$ cat src/rtl/match_ctrl_if.sv
// Match controller bus: the game-side inputs the scorer consumes and the
// ball-engine / display outputs it drives. The controller uses the slave
// modport; the environment (ball engine, buttons, display) uses master.
`timescale 1ns/1ps
interface match_ctrl_if #(
    parameter int SCORE_W = 4,
    parameter int SPEED_W = 5
);
    logic                      start;
    logic                      out_left;
    logic                      out_right;
    logic                      paddle_hit;
    logic signed [SPEED_W-1:0] speed;
    logic                      ball_reset;
    logic                      serve_dir;
    logic [SCORE_W-1:0]        score_p1;
    logic [SCORE_W-1:0]        score_p2;
    logic                      game_over;
    logic                      winner;

    modport master (
        output start, out_left, out_right, paddle_hit,
        input  speed, ball_reset, serve_dir, score_p1, score_p2, game_over, winner
    );

    modport slave (
        input  start, out_left, out_right, paddle_hit,
        output speed, ball_reset, serve_dir, score_p1, score_p2, game_over, winner
    );
endinterface

$ cat src/rtl/match_ctrl.sv
// Match controller: keeps score, times the serve and game-over freezes and
// ramps the ball speed during a rally. One tick of game_clk is 1 ms.
`timescale 1ns/1ps
module match_ctrl #(
    parameter int SCORE_W       = 4,
    parameter int WIN_SCORE     = 9,
    parameter int WIN_BY_TWO    = 0,
    parameter int FREEZE_W      = 14,
    parameter int SERVE_TICKS   = 2000,
    parameter int OVER_TICKS    = 16383,
    parameter int SPEED_W       = 5,
    parameter int SPEED_BASE    = 11,
    parameter int SPEED_MAX     = 15,
    parameter int HITS_PER_STEP = 4
) (
    input  logic         game_clk,
    input  logic         reset_n,
    match_ctrl_if.slave  bus
);

    localparam int HIT_W = (HITS_PER_STEP > 1) ? $clog2(HITS_PER_STEP + 1) : 1;

    localparam logic [SCORE_W-1:0]        SCORE_CAP = {SCORE_W{1'b1}};
    localparam logic [SCORE_W-1:0]        WIN_N     = SCORE_W'(WIN_SCORE);
    localparam logic [FREEZE_W-1:0]       FZ_OVER   = FREEZE_W'(OVER_TICKS);
    localparam logic [FREEZE_W-1:0]       FZ_SERVE  = FREEZE_W'(SERVE_TICKS);
    localparam logic [FREEZE_W-1:0]       FZ_ONE    = FREEZE_W'(1);
    localparam logic signed [SPEED_W-1:0] SPD_BASE  = SPEED_W'(SPEED_BASE);
    localparam logic signed [SPEED_W-1:0] SPD_MAX   = SPEED_W'(SPEED_MAX);
    localparam logic [HIT_W-1:0]          HIT_LAST  = HIT_W'(HITS_PER_STEP);
    localparam logic [HIT_W-1:0]          HIT_ONE   = HIT_W'(1);

    typedef enum logic [0:0] {
        ST_FREEZE = 1'b0,
        ST_PLAY   = 1'b1
    } state_t;

    state_t                    state_q, state_d;
    logic [FREEZE_W-1:0]       freeze_q, freeze_d;
    logic [SCORE_W-1:0]        score1_q, score1_d;
    logic [SCORE_W-1:0]        score2_q, score2_d;
    logic signed [SPEED_W-1:0] speed_q, speed_d;
    logic [HIT_W-1:0]          hits_q, hits_d;
    logic                      ball_reset_q, ball_reset_d;
    logic                      serve_dir_q, serve_dir_d;
    logic                      game_over_q, game_over_d;
    logic                      winner_q, winner_d;

    // Point bookkeeping shared by both scoring directions.
    logic                      pt_who;
    logic [SCORE_W-1:0]        pt_n;
    logic [SCORE_W-1:0]        pt_m;
    logic [HIT_W-1:0]          hits_inc;

    // Score increment that sticks at the counter ceiling instead of wrapping.
    function automatic logic [SCORE_W-1:0] score_inc(input logic [SCORE_W-1:0] s);
        return (s == SCORE_CAP) ? s : s + SCORE_W'(1);
    endfunction

    // One speed step, clamped to the ceiling so a long rally never overflows.
    function automatic logic signed [SPEED_W-1:0] speed_step(input logic signed [SPEED_W-1:0] v);
        return (v >= SPD_MAX) ? SPD_MAX : v + SPEED_W'(1);
    endfunction

    // Win rule on the scorer's new score n against the opponent's m. Reaching
    // the counter ceiling always ends the game so a deuce battle cannot
    // saturate both scores forever.
    function automatic logic is_win(input logic [SCORE_W-1:0] n, input logic [SCORE_W-1:0] m);
        logic [SCORE_W:0] n_x;
        logic [SCORE_W:0] m_x;
        logic             lead_ok;
        n_x     = {1'b0, n};
        m_x     = {1'b0, m};
        lead_ok = (WIN_BY_TWO == 0) || (n_x >= m_x + (SCORE_W+1)'(2));
        return (n == SCORE_CAP) || ((n >= WIN_N) && lead_ok);
    endfunction

    // Next-state and next-output logic for the freeze / play sequencing.
    always_comb begin
        state_d      = state_q;
        freeze_d     = freeze_q;
        score1_d     = score1_q;
        score2_d     = score2_q;
        speed_d      = speed_q;
        hits_d       = hits_q;
        ball_reset_d = 1'b0;
        serve_dir_d  = serve_dir_q;
        game_over_d  = game_over_q;
        winner_d     = winner_q;

        // out_left wins over out_right when both arrive together.
        pt_who   = bus.out_left ? 1'b0 : 1'b1;
        pt_n     = pt_who ? score_inc(score2_q) : score_inc(score1_q);
        pt_m     = pt_who ? score1_q : score2_q;
        hits_inc = hits_q + HIT_ONE;

        case (state_q)
            ST_FREEZE: begin
                speed_d = '0;
                if (freeze_q == '0) begin
                    state_d = ST_PLAY;
                    speed_d = SPD_BASE;
                    hits_d  = '0;
                end else begin
                    // The re-centre pulse lands on the last frozen cycle.
                    ball_reset_d = (freeze_q == FZ_ONE);
                    freeze_d     = bus.start ? FZ_ONE : freeze_q - FZ_ONE;
                    if ((freeze_q == FZ_ONE) && game_over_q) begin
                        score1_d    = '0;
                        score2_d    = '0;
                        game_over_d = 1'b0;
                    end
                end
            end
            ST_PLAY: begin
                if (bus.out_left || bus.out_right) begin
                    if (pt_who) begin
                        score2_d = pt_n;
                    end else begin
                        score1_d = pt_n;
                    end
                    serve_dir_d = pt_who;
                    speed_d     = '0;
                    hits_d      = '0;
                    state_d     = ST_FREEZE;
                    if (is_win(pt_n, pt_m)) begin
                        game_over_d = 1'b1;
                        winner_d    = pt_who;
                        freeze_d    = FZ_OVER;
                    end else begin
                        freeze_d    = FZ_SERVE;
                    end
                end else if (bus.paddle_hit) begin
                    if (hits_inc == HIT_LAST) begin
                        hits_d  = '0;
                        speed_d = speed_step(speed_q);
                    end else begin
                        hits_d  = hits_inc;
                    end
                end
            end
            default: begin
                state_d = ST_FREEZE;
            end
        endcase
    end

    // State and output registers; reset parks the match in the long freeze.
    always_ff @(posedge game_clk or negedge reset_n) begin
        if (!reset_n) begin
            state_q      <= ST_FREEZE;
            freeze_q     <= FZ_OVER;
            score1_q     <= '0;
            score2_q     <= '0;
            speed_q      <= '0;
            hits_q       <= '0;
            ball_reset_q <= 1'b1;
            serve_dir_q  <= 1'b0;
            game_over_q  <= 1'b0;
            winner_q     <= 1'b0;
        end else begin
            state_q      <= state_d;
            freeze_q     <= freeze_d;
            score1_q     <= score1_d;
            score2_q     <= score2_d;
            speed_q      <= speed_d;
            hits_q       <= hits_d;
            ball_reset_q <= ball_reset_d;
            serve_dir_q  <= serve_dir_d;
            game_over_q  <= game_over_d;
            winner_q     <= winner_d;
        end
    end

    assign bus.speed      = speed_q;
    assign bus.ball_reset = ball_reset_q;
    assign bus.serve_dir  = serve_dir_q;
    assign bus.score_p1   = score1_q;
    assign bus.score_p2   = score2_q;
    assign bus.game_over  = game_over_q;
    assign bus.winner     = winner_q;

endmodule

$ cat src/flat_wrapper.sv
// flat-port wrapper written by rule: the top's interface ports become plain ports
module match_ctrl_flat 
#(
    parameter int SCORE_W       = 4,
    parameter int WIN_SCORE     = 9,
    parameter int WIN_BY_TWO    = 0,
    parameter int FREEZE_W      = 14,
    parameter int SERVE_TICKS   = 2000,
    parameter int OVER_TICKS    = 16383,
    parameter int SPEED_W       = 5,
    parameter int SPEED_BASE    = 11,
    parameter int SPEED_MAX     = 15,
    parameter int HITS_PER_STEP = 4
)
  (game_clk, reset_n, bus_start, bus_out_left, bus_out_right, bus_paddle_hit, bus_speed, bus_ball_reset, bus_serve_dir, bus_score_p1, bus_score_p2, bus_game_over, bus_winner);
  match_ctrl_if #(.SCORE_W(SCORE_W), .SPEED_W(SPEED_W)) bus_i ();
  input  logic game_clk;
  input  logic reset_n;
  input wire logic [$bits(bus_i.start)-1:0] bus_start;
  input wire logic [$bits(bus_i.out_left)-1:0] bus_out_left;
  input wire logic [$bits(bus_i.out_right)-1:0] bus_out_right;
  input wire logic [$bits(bus_i.paddle_hit)-1:0] bus_paddle_hit;
  output wire logic [$bits(bus_i.speed)-1:0] bus_speed;
  output wire logic [$bits(bus_i.ball_reset)-1:0] bus_ball_reset;
  output wire logic [$bits(bus_i.serve_dir)-1:0] bus_serve_dir;
  output wire logic [$bits(bus_i.score_p1)-1:0] bus_score_p1;
  output wire logic [$bits(bus_i.score_p2)-1:0] bus_score_p2;
  output wire logic [$bits(bus_i.game_over)-1:0] bus_game_over;
  output wire logic [$bits(bus_i.winner)-1:0] bus_winner;
  assign bus_i.start = bus_start;
  assign bus_i.out_left = bus_out_left;
  assign bus_i.out_right = bus_out_right;
  assign bus_i.paddle_hit = bus_paddle_hit;
  assign bus_speed = bus_i.speed;
  assign bus_ball_reset = bus_i.ball_reset;
  assign bus_serve_dir = bus_i.serve_dir;
  assign bus_score_p1 = bus_i.score_p1;
  assign bus_score_p2 = bus_i.score_p2;
  assign bus_game_over = bus_i.game_over;
  assign bus_winner = bus_i.winner;
  match_ctrl #(.SCORE_W(SCORE_W), .WIN_SCORE(WIN_SCORE), .WIN_BY_TWO(WIN_BY_TWO), .FREEZE_W(FREEZE_W), .SERVE_TICKS(SERVE_TICKS), .OVER_TICKS(OVER_TICKS), .SPEED_W(SPEED_W), .SPEED_BASE(SPEED_BASE), .SPEED_MAX(SPEED_MAX), .HITS_PER_STEP(HITS_PER_STEP)) u_core (.game_clk(game_clk), .reset_n(reset_n), .bus(bus_i));
endmodule
$ cat config.mk
export PLATFORM = sky130hd
export DESIGN_NAME = match_ctrl_flat
export DESIGN_NICKNAME = d
export VERILOG_FILES = /design/src/rtl/match_ctrl_if.sv /design/src/rtl/match_ctrl.sv /design/src/flat_wrapper.sv
export SDC_FILE = /design/constraint.sdc
export NUM_CORES = 1
export LEC_CHECK = 0
export CORE_ASPECT_RATIO = 0.6
export CORE_UTILIZATION = 40
export DETAILED_ROUTE_END_ITERATION = 10
export DONT_BUFFER_PORTS = 1
export SYNTH_ARGS = -nofsm -noshare
export SYNTH_HDL_FRONTEND = slang
export SYNTH_SLANG_ARGS = --single-unit
$ cat constraint.sdc
create_clock -name game_clk -period 3.3 [get_ports game_clk]
set_input_delay 0.495 -clock game_clk [delete_from_list [all_inputs] [get_ports game_clk]]
set_output_delay 0.495 -clock game_clk [all_outputs]
set_load 0.03 [all_outputs]
==> results by group <==
Yosys
  • #FFs+latches synth: 35
  • Most common flop cell mapped by yosys: dfrtp_1
  • Syn Area/Cell: a little under 10 sq um
  • YS warnings: 0
  • Most instantiated cells after synthesis: dfrtp_1, a21oi_1, dfstp_2, nand2_1
  • Sequential share of the synthesized area: between 40% and 50%
  • Synthesized area: approximately 2200 sq um
  • Top cells by area, synth: dfrtp_1, dfstp_2, ha_1, a21oi_1, mux2i_1
  • Ys async rst share: 100%
  • Post-synth cell types: 62
  • Synth area leader: dfrtp_1
  • Gate Count Post-Synth: between 200 and 250
  • EDFF count, synth: 0
  • Syn_nets: between 200 and 250
  • Most frequent cell after synthesis: dfrtp_1
  • Post-synth top area share: 22.5%

Power and ir drop
  • PD cells: ~870 nW/um^2
  • Worst vdd ir: roughly 230 uV
  • Leakage power: slightly above 1 nW

Clocking
  • Num CTS Buffers: 5
  • CTS tree: built
  • Clk root buf: clkbuf_8
  • CTS clock-pin slew for the worst setup and hold paths: around 70 ps
  • Clock Latency Late Sink: between 200 and 300 ps
  • Num Clock Sinks: 35
  • H-tree depth: 2
  • Max Root-Sink Buffers: 2
  • Postcts setup bufs: 0

Layout
  • Filler cell count: about 500
  • Layout cells sized above 1: 17.5%
  • Layout area overhead: 6.47%
  • # nets final: 243
  • # diodes: 0

Global route
  • Overall routing resource usage: roughly a fifth
  • GRT Residual Overflow: 0
  • Pin count of the biggest net entering global routing: 25
  • Antenna violations before repair: 0
  • Number of global-route vias before repair: approximately 1,500
  • First-pass GRT wire length: between 8000 and 9000 microns

Timing
  • Fmax: about 0.38 GHz
  • Max transition margin: 34.2%
  • Slew Viols, Final: 0
  • Min Clock Period, post-route: between 2000 and 3000 ps
  • Worst setup margin: 646 ps
  • Clock Skew: between 10 and 15 ps
  • Setup_tns: 0 ps
  • Final hold viol count: 0
  • Final setup viols: 0
  • Unrepaired setup endpoints after global routing: false
  • Final cycle utilization of the critical path: between 80% and 90%
  • Worst-margin pin slew: 984 ps

Worst setup path
  • Worst R2R Start: u_core.freeze_q[0]$_DFFE_PN1P_
  • Crit path from: u_core.freeze_q[0]$_DFFE_PN1P_
  • Reg2reg end: u_core.freeze_q[0]$_DFFE_PN1P_
  • Reg2reg path depth: 7
  • Crit path capture type: flop
  • CP startpoint kind: flop
  • Setup slack, reg-to-reg: between 600 and 700 ps
  • WS Path Type: flop to flop
  • Critical Path Sink: u_core.freeze_q[0]$_DFFE_PN1P_
  • Crit-path max FO: 12
  • Worst Path Arrival: 2830 ps
  • Worst endpoint required time: 3480 ps

Place
  • Port buffer count: 0
  • Gp weighted congestion: roughly 0.87
  • DPL Wire Length: around 3700 microns
  • Place WS: around 670 ps

Floorplanning
  • Die W: just under 100 microns
  • Site row count: 20
  • Core area: about 5200 sq um
  • Die height: 59.8 microns
  • Starting Density: 42.7%
  • Total die area: 5870 sq um
  • I/O Pins: 23

Route
  • Via count: 1,815
  • Via-to-Cell Ratio: 6.15
  • Routed len/inst: roughly 18 microns
  • Total routed wirelength: roughly 5200 microns
  • Initial DRC Count: around 150
  • Detailed-router iteration count before antenna repair: 7
  • Post-route ant nets: 0
  • DRC: 2

Run status
  • Violations in the final reports: DRC
  • Outcome: finished with violations

Min path
  • Hold Crit Class: input port to async pin

Job
  • Max Cap Violations: 0
-- critical path: stages (launching register included) --
cell and delay, ps:
dfstp_2 400, inv_1 110, ha_1 450, nor4b_1 410
and4_1 590, nor2_4 130, o211ai_2 210, o311ai_0 240
-- area by class of cell --
class                   count  area, sq um  share of cell area (%)
well taps                  66         82.6                    3.49
inverters                  14         52.6                    2.22
multi-input cells         170         1230                    51.9
clock inverters             1         5.00                   0.211
repair buffers              2         17.5                   0.740
clock buffers               7         86.3                    3.65
flip-flops and latches     35          895                    37.8
-- report_power, final --
| part | internal (mW) | leakage [nW] | switching [mW] | total, mW |
|---|---|---|---|---|
| combinational | 0.314 | 0.547 | 0.484 | 0.799 |
| sequential | 0.608 | 0.423 | 0.322 | 0.930 |
| clock | 0.168 | 0.0482 | 0.152 | 0.320 |
| total | 1.09 | 1.02 | 0.958 | 2.05 |
-- sequential cells by signal (all words and copies together) (netlist names) --
signal                 cells
u_core.bus.winner          1
u_core.bus.game_over       1
u_core.state_q             1
u_core.bus.ball_reset      1
u_core.hits_q              3
u_core.bus.speed           5
u_core.freeze_q           14
u_core.bus.score_p1        4
u_core.bus.serve_dir       1
u_core.bus.score_p2        4
-- what timing repair did --
action                                  CTS  global route
hold endpoints to repair                 20             0
hold buffers                              1             0
gates resized for setup                   0             0
endpoints found under the setup margin    0             0
-- placed cells by master, fill, tap and decap left out, types with 2 or more instances in the layout --
master and count:
a21oi_1 17, xnor2_1 3, nor3_1 5, nor2_1 13, dfstp_2 15, and4_1 3, inv_1 13, mux2i_1 6
or3_1 2, nand3b_1 3, nand2_1 15, a31oi_1 5, o22a_1 5, and2_1 2, nor3b_1 2, dfrtp_1 20
a211oi_1 4, ha_1 9, o311ai_0 2, clkbuf_8 6, nand4_1 4, mux2_2 2, nor4_4 2, o21a_1 3
nor4_1 2, and3_1 3, nor4b_1 2, nor2b_1 3, o21ai_1 2, nand3_1 9, a31o_2 2, o21ai_0 10
o211ai_1 5, a221oi_1 2
-- worst min-delay path by stage --
stage                     startpoint                                to  slack [ps]  depth (start not counted)
after CTS                    reset_n   u_core.freeze_q[10]$_DFFE_PN1P_          30                          0
after global placement       reset_n      u_core.hits_q[1]$_DFFE_PN0P_         200                          0
after floorplan              reset_n  u_core.bus.game_over$_DFFE_PN0P_         200                          0
after detailed placement     reset_n      u_core.hits_q[1]$_DFFE_PN0P_         200                          0
after global routing         reset_n    u_core.freeze_q[1]$_DFFE_PN1P_          20                          0
final                        reset_n    u_core.freeze_q[1]$_DFFE_PN1P_          40                          0
-- kinds of logic after synthesis --
logic type | count (synthesis) | share of synthesized area, %
AND/OR/NAND/NOR | 77 | 21.0
multiplexers | 9 | 4.22
XOR/XNOR | 4 | 1.58
adder cells (fa/ha/maj) | 9 | 5.06
flip-flops | 35 | 40.2
buffers and inverters | 23 | 4.50
AO/OA/AOI/OAI | 71 | 23.4
-- metal layers --
layer,global-route usage (%),part of all wire [%]
met1,31.5,55
met4,5.12,0.88
met2,21.4,36
met3,6.08,7.7
met5,0,0
-- per-stage QoR --
step | area, sq um | utilization [%] | instances | total power, mW | hold WS (ps)
floorplan | 2220 | - | 228 | 1.54 | 199
global placement | 2270 | 43.5 | 286 | 1.71 | 201
detailed placement | 2270 | 43.5 | 286 | 1.72 | 200
CTS | 2370 | 45.5 | 295 | 2.05 | 32.2
global route | 2370 | 45.5 | 295 | 2.19 | 20.2
finish | 2370 | 45.5 | 295 | 2.05 | 40.6
No activity file was read; power rests on OpenSTA's default activity.
